## config.mk

```make
export PLATFORM = sky130hd
export DESIGN_NAME = mem_lsu
export DESIGN_NICKNAME = d
export VERILOG_FILES = /design/src/rtl/mem_lsu.sv
export SDC_FILE = /design/constraint.sdc
export NUM_CORES = 1
export LEC_CHECK = 0
export BUFFER_PORTS_ARGS = -buffer_cell sky130_fd_sc_hd__buf_2
export CAP_MARGIN = 20
export CORE_MARGIN = 4
export CORE_UTILIZATION = 38
export DETAILED_ROUTE_END_ITERATION = 12
export PLACE_DENSITY = 0.72
export RECOVER_POWER = 50
export SYNTH_ARGS = -nofsm -noshare
export SYNTH_HDL_FRONTEND = slang
export SYNTH_SLANG_ARGS = --single-unit
```

## constraint.sdc

```tcl
create_clock -name clk -period 3 [get_ports clk]
set_clock_uncertainty 0.2 [all_clocks]
set_input_delay 0.45 -clock clk [delete_from_list [all_inputs] [get_ports clk]]
set_output_delay 0.45 -clock clk [all_outputs]
set_load 0.05 [all_outputs]
```

## src/rtl/mem_lsu.sv

```systemverilog
// Memory-access stage: runs loads/stores on a req/ack data-RAM port, passes other ops through,
// and delivers a registered result bundle to write-back.
module mem_lsu (
    input  logic        clk,
    input  logic        rst,
    input  logic        ex_valid_i,
    input  logic [7:0]  aluop_i,
    input  logic [31:0] mem_addr_i,
    input  logic [31:0] reg2_i,
    input  logic [4:0]  wd_i,
    input  logic        wreg_i,
    input  logic [31:0] wdata_i,
    input  logic [31:0] inst_pc_i,
    input  logic [1:0]  excepttype_i,
    input  logic        flush_i,
    output logic        dreq_o,
    output logic        dwe_o,
    output logic [31:0] daddr_o,
    output logic [3:0]  dwstrb_o,
    output logic [31:0] dwdata_o,
    input  logic        dack_i,
    input  logic [31:0] drdata_i,
    output logic        wb_valid_o,
    output logic [4:0]  wd_o,
    output logic        wreg_o,
    output logic [31:0] wdata_o,
    output logic [31:0] inst_pc_o,
    output logic [1:0]  excepttype_o,
    output logic        stallreq_o
);

    localparam logic [7:0] ExeLdBOp  = 8'h20;
    localparam logic [7:0] ExeLdHOp  = 8'h21;
    localparam logic [7:0] ExeLdWOp  = 8'h22;
    localparam logic [7:0] ExeLdBuOp = 8'h23;
    localparam logic [7:0] ExeLdHuOp = 8'h24;
    localparam logic [7:0] ExeStBOp  = 8'h28;
    localparam logic [7:0] ExeStHOp  = 8'h29;
    localparam logic [7:0] ExeStWOp  = 8'h2A;
    localparam logic [1:0] ExcAle    = 2'b11;

    typedef enum logic [0:0] {StIdle, StReq} state_e;

    state_e      state_q, state_d;
    logic        killed_q, killed_d;
    logic [7:0]  op_q, op_d;
    logic [1:0]  off_q, off_d;
    logic [4:0]  tag_wd_q, tag_wd_d;
    logic        tag_wreg_q, tag_wreg_d;
    logic [31:0] tag_pc_q, tag_pc_d;

    logic        dreq_d, dwe_d, wb_valid_d, wreg_d;
    logic [31:0] daddr_d, dwdata_d, wdata_d, inst_pc_d;
    logic [3:0]  dwstrb_d;
    logic [4:0]  wd_d;
    logic [1:0]  excepttype_d;

    logic        is_load, is_store, is_half, is_word, misaligned, mem_issue;
    logic [31:0] rd_shifted, load_data;

    assign is_load    = (aluop_i == ExeLdBOp) || (aluop_i == ExeLdHOp) || (aluop_i == ExeLdWOp) ||
                        (aluop_i == ExeLdBuOp) || (aluop_i == ExeLdHuOp);
    assign is_store   = (aluop_i == ExeStBOp) || (aluop_i == ExeStHOp) || (aluop_i == ExeStWOp);
    assign is_half    = (aluop_i == ExeLdHOp) || (aluop_i == ExeLdHuOp) || (aluop_i == ExeStHOp);
    assign is_word    = (aluop_i == ExeLdWOp) || (aluop_i == ExeStWOp);
    assign misaligned = (is_half && mem_addr_i[0]) || (is_word && (mem_addr_i[1:0] != 2'b00));
    assign mem_issue  = ex_valid_i && (is_load || is_store) && !misaligned &&
                        (excepttype_i == 2'b00) && !flush_i;

    // Gated by reset so the stall drops the moment the transaction is abandoned.
    assign stallreq_o = rst && (((state_q == StIdle) && mem_issue) ||
                                ((state_q == StReq) && !dack_i));

    assign rd_shifted = drdata_i >> {off_q, 3'b000};

    always_comb begin
        load_data = rd_shifted;
        case (op_q)
            ExeLdBOp:  load_data = {{24{rd_shifted[7]}}, rd_shifted[7:0]};
            ExeLdBuOp: load_data = {24'h0, rd_shifted[7:0]};
            ExeLdHOp:  load_data = {{16{rd_shifted[15]}}, rd_shifted[15:0]};
            ExeLdHuOp: load_data = {16'h0, rd_shifted[15:0]};
            default:   load_data = rd_shifted;
        endcase
    end

    // Next-state logic.
    always_comb begin
        state_d    = state_q;
        killed_d   = killed_q;
        op_d       = op_q;
        off_d      = off_q;
        tag_wd_d   = tag_wd_q;
        tag_wreg_d = tag_wreg_q;
        tag_pc_d   = tag_pc_q;
        unique case (state_q)
            StIdle: begin
                if (mem_issue) begin
                    state_d    = StReq;
                    killed_d   = 1'b0;
                    op_d       = aluop_i;
                    off_d      = mem_addr_i[1:0];
                    tag_wd_d   = wd_i;
                    tag_wreg_d = wreg_i;
                    tag_pc_d   = inst_pc_i;
                end
            end
            StReq: begin
                if (flush_i) killed_d = 1'b1;
                if (dack_i) begin
                    state_d  = StIdle;
                    killed_d = 1'b0;
                end
            end
            default: state_d = StIdle;
        endcase
    end

    // Registered-output next values.
    always_comb begin
        dreq_d       = dreq_o;
        dwe_d        = dwe_o;
        daddr_d      = daddr_o;
        dwstrb_d     = dwstrb_o;
        dwdata_d     = dwdata_o;
        wb_valid_d   = 1'b0;
        wd_d         = wd_o;
        wreg_d       = wreg_o;
        wdata_d      = wdata_o;
        inst_pc_d    = inst_pc_o;
        excepttype_d = excepttype_o;
        unique case (state_q)
            StIdle: begin
                if (mem_issue) begin
                    dreq_d  = 1'b1;
                    dwe_d   = is_store;
                    daddr_d = {mem_addr_i[31:2], 2'b00};
                    case (aluop_i)
                        ExeStBOp: begin
                            dwstrb_d = 4'b0001 << mem_addr_i[1:0];
                            dwdata_d = {4{reg2_i[7:0]}};
                        end
                        ExeStHOp: begin
                            dwstrb_d = 4'b0011 << {mem_addr_i[1], 1'b0};
                            dwdata_d = {2{reg2_i[15:0]}};
                        end
                        ExeStWOp: begin
                            dwstrb_d = 4'b1111;
                            dwdata_d = reg2_i;
                        end
                        default: begin
                            dwstrb_d = 4'b0000;
                            dwdata_d = reg2_i;
                        end
                    endcase
                end else if (ex_valid_i && !flush_i) begin
                    wb_valid_d = 1'b1;
                    wd_d       = wd_i;
                    wdata_d    = wdata_i;
                    inst_pc_d  = inst_pc_i;
                    if (excepttype_i != 2'b00) begin
                        excepttype_d = excepttype_i;
                        wreg_d       = 1'b0;
                    end else if (misaligned) begin
                        excepttype_d = ExcAle;
                        wreg_d       = 1'b0;
                    end else begin
                        excepttype_d = 2'b00;
                        wreg_d       = wreg_i;
                    end
                end
            end
            StReq: begin
                if (dack_i) begin
                    dreq_d       = 1'b0;
                    wb_valid_d   = !(killed_q || flush_i);
                    wd_d         = tag_wd_q;
                    inst_pc_d    = tag_pc_q;
                    excepttype_d = 2'b00;
                    if ((op_q == ExeStBOp) || (op_q == ExeStHOp) || (op_q == ExeStWOp)) begin
                        wreg_d  = 1'b0;
                        wdata_d = 32'h0;
                    end else begin
                        wreg_d  = tag_wreg_q;
                        wdata_d = load_data;
                    end
                end
            end
            default: ;
        endcase
    end

    always_ff @(posedge clk or negedge rst) begin
        if (!rst) begin
            state_q      <= StIdle;
            killed_q     <= 1'b0;
            op_q         <= 8'h0;
            off_q        <= 2'b00;
            tag_wd_q     <= 5'h0;
            tag_wreg_q   <= 1'b0;
            tag_pc_q     <= 32'h0;
            dreq_o       <= 1'b0;
            dwe_o        <= 1'b0;
            daddr_o      <= 32'h0;
            dwstrb_o     <= 4'h0;
            dwdata_o     <= 32'h0;
            wb_valid_o   <= 1'b0;
            wd_o         <= 5'h0;
            wreg_o       <= 1'b0;
            wdata_o      <= 32'h0;
            inst_pc_o    <= 32'h0;
            excepttype_o <= 2'b00;
        end else begin
            state_q      <= state_d;
            killed_q     <= killed_d;
            op_q         <= op_d;
            off_q        <= off_d;
            tag_wd_q     <= tag_wd_d;
            tag_wreg_q   <= tag_wreg_d;
            tag_pc_q     <= tag_pc_d;
            dreq_o       <= dreq_d;
            dwe_o        <= dwe_d;
            daddr_o      <= daddr_d;
            dwstrb_o     <= dwstrb_d;
            dwdata_o     <= dwdata_d;
            wb_valid_o   <= wb_valid_d;
            wd_o         <= wd_d;
            wreg_o       <= wreg_d;
            wdata_o      <= wdata_d;
            inst_pc_o    <= inst_pc_d;
            excepttype_o <= excepttype_d;
        end
    end

endmodule

```

==> metrics.md, run 1 <==
| Metric | Value |
|---|---|
| Largest cells by area after synthesis | dfrtp_1 52%, nand2_1 12%, mux2i_1 8.6% |
| Worst vdd ir | 0.287 mV |
| Placed Area | 0.0111 mm² |
| Detailed Place HPWL | 20.1 mm |
| Minimum clock period | 2.86 ns |
| Yosys reg bits | 191 |
| Die W | 163 µm |
| Power density over cell area | 570 mW/mm² |
| Prevailing post-synth register cell | dfrtp_1 |
| Worst r2r src | op_q[4] |
| Yosys warnings | 0 |
| Slowest-stage cell, CP | or4b_4 |
| Netlist cell types | 55 |
| First-pass iteration count of the detailed router | 7 |
| Placer Congestion | 0.880 |
| Critical path launch point | aluop_i[4] |
| Commonest non-fill, non-tap cell in the layout | nand2_1 |
| Root Driver | clkbuf_16 |
| Worst setup SP type | input port |
| Sink Count | 191 |
| Period utilization | 95.3% |
| Reg-to-reg slack, setup | 0.21 ns |
| Layout Nets | 1454 |
| Setup slack after layout | 0.141 ns |
| Clk pwr share | 33.4% |
| Slowest stage delay, CP | 0.58 ns |
| Ys async rst share | 100% |
| Vias in the first global route | 8052 |
| I/O Pins | 325 |
| Routed wire per std cell | 17.8 µm |
| Final setup TNS | 0 ns |
| Sequential share of power | 43.6% |
| EDFF count, synth | 0 |
| CP Depth | 7 |
| Top-area cell type share of the netlist area | 52.4% |
| Worst hold path type | input port to flip-flop |
| Average cell area after synthesis | 9.55 µm² |
| Status | complete, but fails checks |
| Worst Max-Slew Pin Slew | 1.72 ns |
| RSZ-0062 raised after global routing | false |
| Layout area overhead | 28.7% |
| Worst Path Required | 2.35 ns |
| Worst skew pair latency | 0.42 ns |
| Mapped Area | 0.00912 mm² |
| Crit end category | primary output |
| Place WS | -0.0737 ns |
| Final setup vio count | 0 |
| Final Slew Violations | 124 |
| Most frequent cells in the layout | 285 x nand2_1, 190 x dfrtp_1, 184 x buf_2 |
| Crit Path Max Fanout | 4 |
| ANT nets after route | 0 |
| H-tree lvl count | 4 |
| CTS Buf Count | 17 |
| Worst path arrival time | 2.21 ns |
| Initial drt markers | 607 |
| Synth Instances | 955 |
| Vias | 8246 |
| Overflow after GRT | 0 |
| Tot GR Track Use | 21.0% |
| Fmax | 350 MHz |
| CP Capture Point | stallreq_o |
| Die ar. | 0.0265 mm² |
| DRC viols | 0 |
| Global-route wire length before repair | 44.1 mm |
| CP cell instances | buf_2 -> or4b_4 -> nor4_4 -> nand4_1 -> o21ai_0 -> and2_1 -> buf_2 |
| P_leak | 5.48 nW |
| Violated checks | capacitance limit, slew limit |
| Kind of critical path | input port to primary output |
| CP dominant cell by count | buf_2 |
| Worst path bufs/invs | 2 |
| Comb pwr share | 23.0% |
| Final hold violation count | 0 |
| Area leader, netlist | dfrtp_1 |
| Max cap viols | 1 |
| Register area share after synthesis | 52.4% |
| Max Buffers Root-to-Sink | 2 |
| Core ar. | 0.0235 mm² |
| NetSw | 2.38 mW |
| Internal | 4.30 mW |
| R2R cell count | 5 |
| Share of cells above drive strength 1 | 22.2% |
| Switching share of power | 35.6% |
| Routed WL | 28.6 mm |
| Design area | 0.0117 mm² |
| Delay-heaviest family, CP | simple AND/OR/NAND/NOR gates |
| CTS tree | yes |
| Initial antenna violation count | 3 |
| PortBufs | 322 |
| Rows | 56 |
| Initial Utilization | 38.7% |
| Pin count of the biggest net entering global routing | 124 |
| Slew headroom | -14.4% |
| FF-to-FF End | wdata_o[24] |
| Chip height | 163 µm |
| Clock slew at reported path FFs | 0.08 ns |
| Via/cell ratio | 5.14 |
cell usage after synthesis, drive strengths merged, types with 3 or more instances:
library cell,count
a32oi,8
dfrtp,191
clkbuf,42
mux2,31
mux2i,78
inv,13
nor3,48
buf,31
and2,6
nand2,285
a22o,3
nand2b,6
a21o,9
nor2,25
nor4,3
o32ai,8
o31ai,4
o21a,3
o2bb2ai,23
a31oi,4
a21oi,55
o21ai,47
how the worst min path moves through the flow:
| stage | slack (ns) | start | cells past startpoint | to |
|---|---|---|---|---|
| 3_5_place_dp | 0.26 | dwdata_o[3] | 2 | dwdata_o[3] |
| 5_1_grt | 0.002 | inst_pc_i[2] | 3 | tag_pc_q[2] |
| 2_1_floorplan | -0.05 | rst | 0 | daddr_o[10] |
| 3_3_place_gp | 0.25 | dwdata_o[6] | 2 | dwdata_o[6] |
| 6_report | 0.03 | inst_pc_i[12] | 3 | tag_pc_q[12] |
| 4_1_cts | 0.00006 | inst_pc_i[1] | 3 | tag_pc_q[1] |
cell families after synthesis:
group                  count (synthesis)  synth area share, %
and+or+nand+nor                      391                 18.3
AOI/OAI and AO/OA                    175                 12.3
other                                  1               0.0411
muxes                                110                 12.6
buffers and inverters                 87                 4.31
DFF                                  191                 52.4
power groups by stage:
stage	clock (mW)	combinational [mW]	sequential [mW]
global route	2.42	1.64	2.94
CTS	2.30	1.61	2.91
detailed placement	0	1.58	2.95
floorplan	0	0.380	3.61
finish	2.23	1.54	2.91
global placement	0	1.56	2.95
final cells by class:
class	instances	area, µm²
fillers	2264	11800
flip-flops and latches	191	4780
multi-input cells	678	3980
repair buffers	371	1930
clock buffers	18	429
well taps	319	399
clock inverters	13	149
inverters	14	52.6
diodes	1	2.50
worst register-to-register path, delay by kind of cell (launching register included):
| family | cells | cell delay, ns |
|---|---|---|
| flip-flops | 1 | 0.39 |
| AO/OA/AOI/OAI | 4 | 1.36 |
| AND/OR/NAND/NOR | 1 | 0.75 |
repair_timing:
action,4_1_cts,5_1_grt
gates resized for setup,2,1
setup endpoints to repair,1,1
setup buffers,0,0
hold buffers,23,0
hold endpoints to repair,55,0
routing by layer:
layer  routed length (µm)  track usage [%]  vias to the layer above
met5                   21                0                        -
met4                  586             5.87                        4
met3                 2270             6.05                       37
met2                13800             35.0                      315
met1                11900             26.8                     3978
li1                     -                -                     3912
registers in the layout, indices dropped and copies added, names as in the netlist:
register      cells
dwstrb_o          4
dwe_o             1
wb_valid_o        1
daddr_o          30
tag_wd_q          5
inst_pc_o        32
tag_pc_q         32
wdata_o          32
killed_q          1
wd_o              5
state_q           1
wreg_o            1
off_q             2
excepttype_o      2
op_q              8
dwdata_o         32
tag_wreg_q        1
dreq_o            1
stage by stage:
stage          cells  hold WS [ns]  util, %  total power, mW
2_1_floorplan    956       -0.0456        -             3.99
3_3_place_gp    1550         0.255     47.2             4.51
3_5_place_dp    1550         0.258     47.2             4.54
4_1_cts         1604     0.0000556     50.6             6.81
5_1_grt         1605       0.00175     49.8             7.00
6_report        1605        0.0251     49.8             6.69
(Power assumes the default switching activity.)
==> run 2: changes to the inputs <==
--- a/config.mk
+++ b/config.mk
@@ -10,6 +10,7 @@
 export CORE_MARGIN = 4
 export CORE_UTILIZATION = 38
 export DETAILED_ROUTE_END_ITERATION = 12
+export MAX_ROUTING_LAYER = met4
 export PLACE_DENSITY = 0.72
 export RECOVER_POWER = 50
 export SYNTH_ARGS = -nofsm -noshare
==> metrics.md, run 2 (synthesis gave the netlist of run 1 again) <==
| Metric | Value |
|---|---|
| Layout area overhead | 28.7% (about the same) |
| DRC viols | 0 (unchanged) |
| Clock slew at reported path FFs | 0.08 ns (about the same) |
| Initial drt markers | 670 (+10%) |
| Minimum clock period | 2.86 ns (+0.00337 ns) |
| Placed Area | 0.0111 mm² (unchanged) |
| Share of cells above drive strength 1 | 22.2% (unchanged) |
| Worst setup SP type | input port |
| Most frequent cells in the layout | 285 x nand2_1, 190 x dfrtp_1, 184 x buf_2 |
| Die W | 163 µm (unchanged) |
| Fmax | 349 MHz (-0.12%) |
| Crit end category | primary output |
| Sink Count | 191 (unchanged) |
| Core ar. | 0.0235 mm² (unchanged) |
| Die ar. | 0.0265 mm² (unchanged) |
| Via/cell ratio | 5.12 (-0.44%) |
| Worst Max-Slew Pin Slew | 1.71 ns (-0.00454 ns) |
| Final Slew Violations | 124 (unchanged) |
| Routed WL | 28.6 mm (about the same) |
| Max cap viols | 1 (unchanged) |
| RSZ-0062 raised after global routing | false |
| PortBufs | 322 (unchanged) |
| Overflow after GRT | 0 (unchanged) |
| Violated checks | capacitance limit, slew limit |
| Placer Congestion | 0.895 (+1.8%) |
| CP dominant cell by count | buf_2 |
| Period utilization | 95.4% (+0.11 points) |
| Layout Nets | 1454 (unchanged) |
| Initial Utilization | 38.7% (unchanged) |
| CP cell instances | buf_2 -> or4b_4 -> nor4_4 -> nand4_1 -> o21ai_0 -> and2_1 -> buf_2 |
| Slowest-stage cell, CP | or4b_4 |
| ANT nets after route | 0 (unchanged) |
| Worst vdd ir | 0.285 mV (-0.41%) |
| Vias | 8220 (-0.32%) |
| Tot GR Track Use | 21.6% (+0.64 points) |
| P_leak | 5.48 nW (about the same) |
| Worst Path Required | 2.35 ns (about the same) |
| Pin count of the biggest net entering global routing | 124 (unchanged) |
| Fillcell total | 2264 (unchanged) |
| Detailed Place HPWL | 20.1 mm (unchanged) |
| Slew headroom | -14.1% (+0.30 points) |
| Max Buffers Root-to-Sink | 2 (unchanged) |
| Post-CTS setup buffers | 0 (unchanged) |
| Worst path arrival time | 2.21 ns (about the same) |
| Final hold violation count | 0 (unchanged) |
| H-tree lvl count | 4 (unchanged) |
| Final setup TNS | 0 ns (unchanged) |
| Global-route wire length before repair | 44.0 mm (-0.17%) |
| Status | complete, but fails checks |
| Chip height | 163 µm (unchanged) |
| Final setup vio count | 0 (unchanged) |
| Kind of critical path | input port to primary output |
| Routed wire per std cell | 17.8 µm (-0.21%) |
| I/O Pins | 325 (unchanged) |
| CTS Buf Count | 17 (unchanged) |
| Initial antenna violation count | 3 (unchanged) |
| Root Driver | clkbuf_16 |
| Power density over cell area | 570 mW/mm² (about the same) |
| CTS tree | yes |
| Worst hold path type | input port to flip-flop |
| First-pass iteration count of the detailed router | 5 (-2) |
| Rows | 56 (unchanged) |
| Commonest non-fill, non-tap cell in the layout | nand2_1 |
| Crit Path Max Fanout | 4 (unchanged) |
| Vias in the first global route | 8061 (+0.11%) |
| Worst skew pair latency | 0.42 ns (about the same) |
| Slowest stage delay, CP | 0.59 ns (about the same) |
| Design area | 0.0117 mm² (about the same) |
==> run 2: cell types whose count changed in the layout (fill, tap and decap cells not counted), sizes merged <==
cell	previous run	this run
diode	1	3
==> run 2: where the power goes <==
part	total, mW	internal (mW)	switching [mW]
sequential	2.91	2.79	0.126
clock	2.23	1.11	1.12
combinational	1.54	0.401	1.14
==> run 2: layer usage <==
metal / wire [µm] / track usage, %
met1: 12200 / 27.6
met2: 13800 / 34.9
met3: 2060 / 4.99
met4: 601 / 5.87
met5: 0 / -
==> run 2: critical path, delay by kind of cell <==
family,cells,cell delay [ns]
simple gates,4,1.16
compound gates,1,0.21
buf+inv,2,0.39
==> run 2: final timing paths <==
| path | from | endpoint | slack, ns | cells after the start |
|---|---|---|---|---|
| setup / recovery | aluop_i[4] | stallreq_o | 0.14 | 7 |
| hold / removal | inst_pc_i[5] | tag_pc_q[5] | 0.02 | 3 |
| setup reg to reg | op_q[4] | wdata_o[24] | 0.19 | 5 |
| hold reg to reg | tag_pc_q[10] | tag_pc_q[10] | 0.28 | 2 |
| max in group asynchronous | rst | daddr_o[31] | 0.38 | 3 |
| min in group asynchronous | rst | wdata_o[17] | 0.79 | 3 |
==> run 2: repair_timing <==
action | CTS | global route
resized for setup | 2 | 1
endpoints found under the hold margin | 55 | 0
setup endpoints to repair | 1 | 1
hold buffers | 23 | 0
==> run 2: stage by stage <==
| stage | cells | utilization (%) | worst slack (ns) | total power [mW] | hold slack [ns] |
|---|---|---|---|---|---|
| 6_report | 1607 | 49.9 | 0.138 | 6.69 | 0.0203 |
| 5_1_grt | 1607 | 49.9 | 0.00490 | 7.00 | 0.00108 |
| 4_1_cts | 1604 | 50.6 | 0.0234 | 6.81 | 0.0000556 |
| 3_5_place_dp | 1550 | 47.2 | -0.0737 | 4.54 | 0.258 |
| 3_3_place_gp | 1550 | 47.2 | -0.00386 | 4.51 | 0.255 |
| 2_1_floorplan | 956 | - | 0.219 | 3.99 | -0.0456 |
==> run 2: cell type report <==
type	instances	area (µm²)	area share (%)
tap	319	399	3.40
antenna	3	7.51	0.0640
clock inverter	13	149	1.27
clock buffer	18	429	3.66
sequential	191	4780	40.7
inverter	14	52.6	0.448
multi-input combinational	678	3980	33.9
timing repair buffer	371	1930	16.5
==> run 3: changes to the inputs <==
--- a/config.mk
+++ b/config.mk
@@ -12,7 +12,6 @@
 export DETAILED_ROUTE_END_ITERATION = 12
 export MAX_ROUTING_LAYER = met4
 export PLACE_DENSITY = 0.72
-export RECOVER_POWER = 50
 export SYNTH_ARGS = -nofsm -noshare
 export SYNTH_HDL_FRONTEND = slang
 export SYNTH_SLANG_ARGS = --single-unit
==> metrics.md, run 3 (synthesis gave the netlist of run 1 again) <==
| Metric | Value |
|---|---|
| Status | finished, final reports clean |
| Rows | 56 (unchanged) |
| DRC viols | 0 (unchanged) |
| ANT nets after route | 0 (unchanged) |
| Critical path launch point | aluop_i[4] |
| Period utilization | 94.1% (-1.3 points) |
| Crit Path Max Fanout | 4 (unchanged) |
| Clock slew at reported path FFs | 0.08 ns (about the same) |
| Vias in the first global route | 8061 (unchanged) |
| Layout Nets | 1454 (unchanged) |
| Share of cells above drive strength 1 | 32.9% (+11 points) |
| Final setup vio count | 0 (unchanged) |
| Vias | 8210 (-0.12%) |
| Pin count of the biggest net entering global routing | 124 (unchanged) |
| Final hold violation count | 0 (unchanged) |
| Global-route wire length before repair | 44.0 mm (unchanged) |
| Chip height | 163 µm (unchanged) |
| CP dominant cell by count | buf_2 |
| Tot GR Track Use | 21.6% (unchanged) |
| CP cell instances | buf_2 -> or4b_4 -> nor4_4 -> nand4_1 -> o21ai_0 -> and2_1 -> buf_2 |
| Detailed Place HPWL | 20.1 mm (unchanged) |
| Sink Count | 191 (unchanged) |
| Fillcell total | 2202 (-2.7%) |
| Routed wire per std cell | 17.8 µm (-0.20%) |
| Worst setup SP type | input port |
| Slew headroom | 39.3% (+53 points) |
| FF-to-FF End | wdata_o[26] |
| Slowest-stage cell, CP | or4b_4 |
| H-tree lvl count | 4 (unchanged) |
| Kind of critical path | input port to primary output |
| I/O Pins | 325 (unchanged) |
| Worst Hold Depth | 3 (unchanged) |
| RSZ-0062 raised after global routing | false |
| Overflow after GRT | 0 (unchanged) |
| Worst skew pair latency | 0.42 ns (about the same) |
| Worst Hold Endpoint | tag_pc_q[5] |
| Fmax | 354 MHz (+1.4%) |
| Hold_sp | inst_pc_i[5] |
| Reg-to-reg slack, setup | 0.23 ns (+0.04 ns) |
| Commonest non-fill, non-tap cell in the layout | buf_2 |
| R2R cell count | 5 (unchanged) |
| Minimum clock period | 2.82 ns (-0.0382 ns) |
| Slowest stage delay, CP | 0.59 ns (about the same) |
| Root Driver | clkbuf_16 |
| Core ar. | 0.0235 mm² (unchanged) |
| CTS tree | yes |
| Non-Filler Instances | 1608 (+0.062%) |
| Place WS | -0.0737 ns (unchanged) |
| Worst r2r src | op_q[4] |
| Placer Congestion | 0.895 (unchanged) |
| Most frequent cells in the layout | 321 x buf_2, 285 x nand2_1, 190 x dfrtp_1 |
| Via/cell ratio | 5.11 (-0.18%) |
| Die ar. | 0.0265 mm² (unchanged) |
| CTS Buf Count | 17 (unchanged) |
| Max Buffers Root-to-Sink | 2 (unchanged) |
| Initial drt markers | 656 (-2.1%) |
| Worst vdd ir | 0.286 mV (+0.19%) |
| Final Slew Violations | 0 (-100%) |
| Routed WL | 28.6 mm (-0.13%) |
| Power Total | 6.74 mW (+0.79%) |
| Power density over cell area | 565 mW/mm² (-0.87%) |
| First-pass iteration count of the detailed router | 6 (+1) |
| Placed Cells | 1550 (unchanged) |
| PortBufs | 322 (unchanged) |
| Initial Utilization | 38.7% (unchanged) |
| Initial antenna violation count | 3 (unchanged) |
| Crit end category | primary output |
| Worst Max-Slew Pin Slew | 0.911 ns (-0.800 ns) |
| Fin util | 50.7% (+0.83 points) |
| Design area | 0.0119 mm² (+1.7%) |
| Combined area of the multi-input logic cells | 0.00398 mm² (unchanged) |
| Max cap viols | 0 (-1) |
| P_leak | 5.96 nW (+8.6%) |
| Die W | 163 µm (unchanged) |
| Placed Area | 0.0111 mm² (unchanged) |
| Register area | 0.00478 mm² (unchanged) |
| Worst Path Required | 2.35 ns (about the same) |
| Layout area overhead | 30.9% |
| Worst path arrival time | 2.17 ns (-0.04 ns) |
| Worst hold path type | input port to flip-flop |
| Setup slack after layout | 0.176 ns (+0.0382 ns) |
-- run 3: critical path: cells and delay by family --
kind	cells	cell delay, ns
and+or+nand+nor	4	1.15
buffers and inverters	2	0.39
AOI/OAI and AO/OA	1	0.18
-- run 3: layout make-up --
cell class / count / area share, %
Inverter: 14 / 0.440
Clock inverter: 13 / 1.25
Timing Repair Buffer: 371 / 17.8
Sequential cell: 191 / 40.1
Clock buffer: 18 / 3.60
Antenna cell: 4 / 0.0839
Tap cell: 319 / 3.34
Multi-Input combinational cell: 678 / 33.4
-- run 3: worst max path at each step --
stage / end / slack [ns] / cells past startpoint
global route: stallreq_o / 0.005 / 5
floorplan: stallreq_o / 0.22 / 7
global placement: daddr_o[10] / -0.004 / 8
detailed placement: daddr_o[20] / -0.07 / 8
finish: stallreq_o / 0.18 / 7
CTS: stallreq_o / 0.02 / 7
-- run 3: metal layers --
metal / share of wire [%] / vias up / track usage [%]
met1: 42 / 3947 / 27.6
li1: - / 3916 / -
met3: 7.2 / 36 / 4.99
met4: 2.0 / 0 / 5.87
met2: 48 / 311 / 34.9
met5: 0 / - / -
-- run 3: where the power goes --
part           internal (mW)  leakage (nW)  switching, mW  total [mW]
clock                   1.11         0.281           1.12        2.23
sequential              2.79          2.45          0.120        2.91
combinational          0.458          3.23           1.14        1.60
-- run 3: through the flow --
stage                     TNS, ns  hold WS (ns)
after floorplan                 0       -0.0456
after global placement    -0.0150         0.255
after detailed placement    -2.11         0.258
after CTS                       0     0.0000556
after global routing            0       0.00108
final                           0        0.0195
-- run 3: timing repair --
| item | 4_1_cts | 5_1_grt |
|---|---|---|
| setup buffers | 0 | 0 |
| setup endpoints to repair | 1 | 1 |
| hold endpoints to repair | 55 | 0 |
| resized for setup | 2 | 1 |
| hold buffers | 23 | 0 |
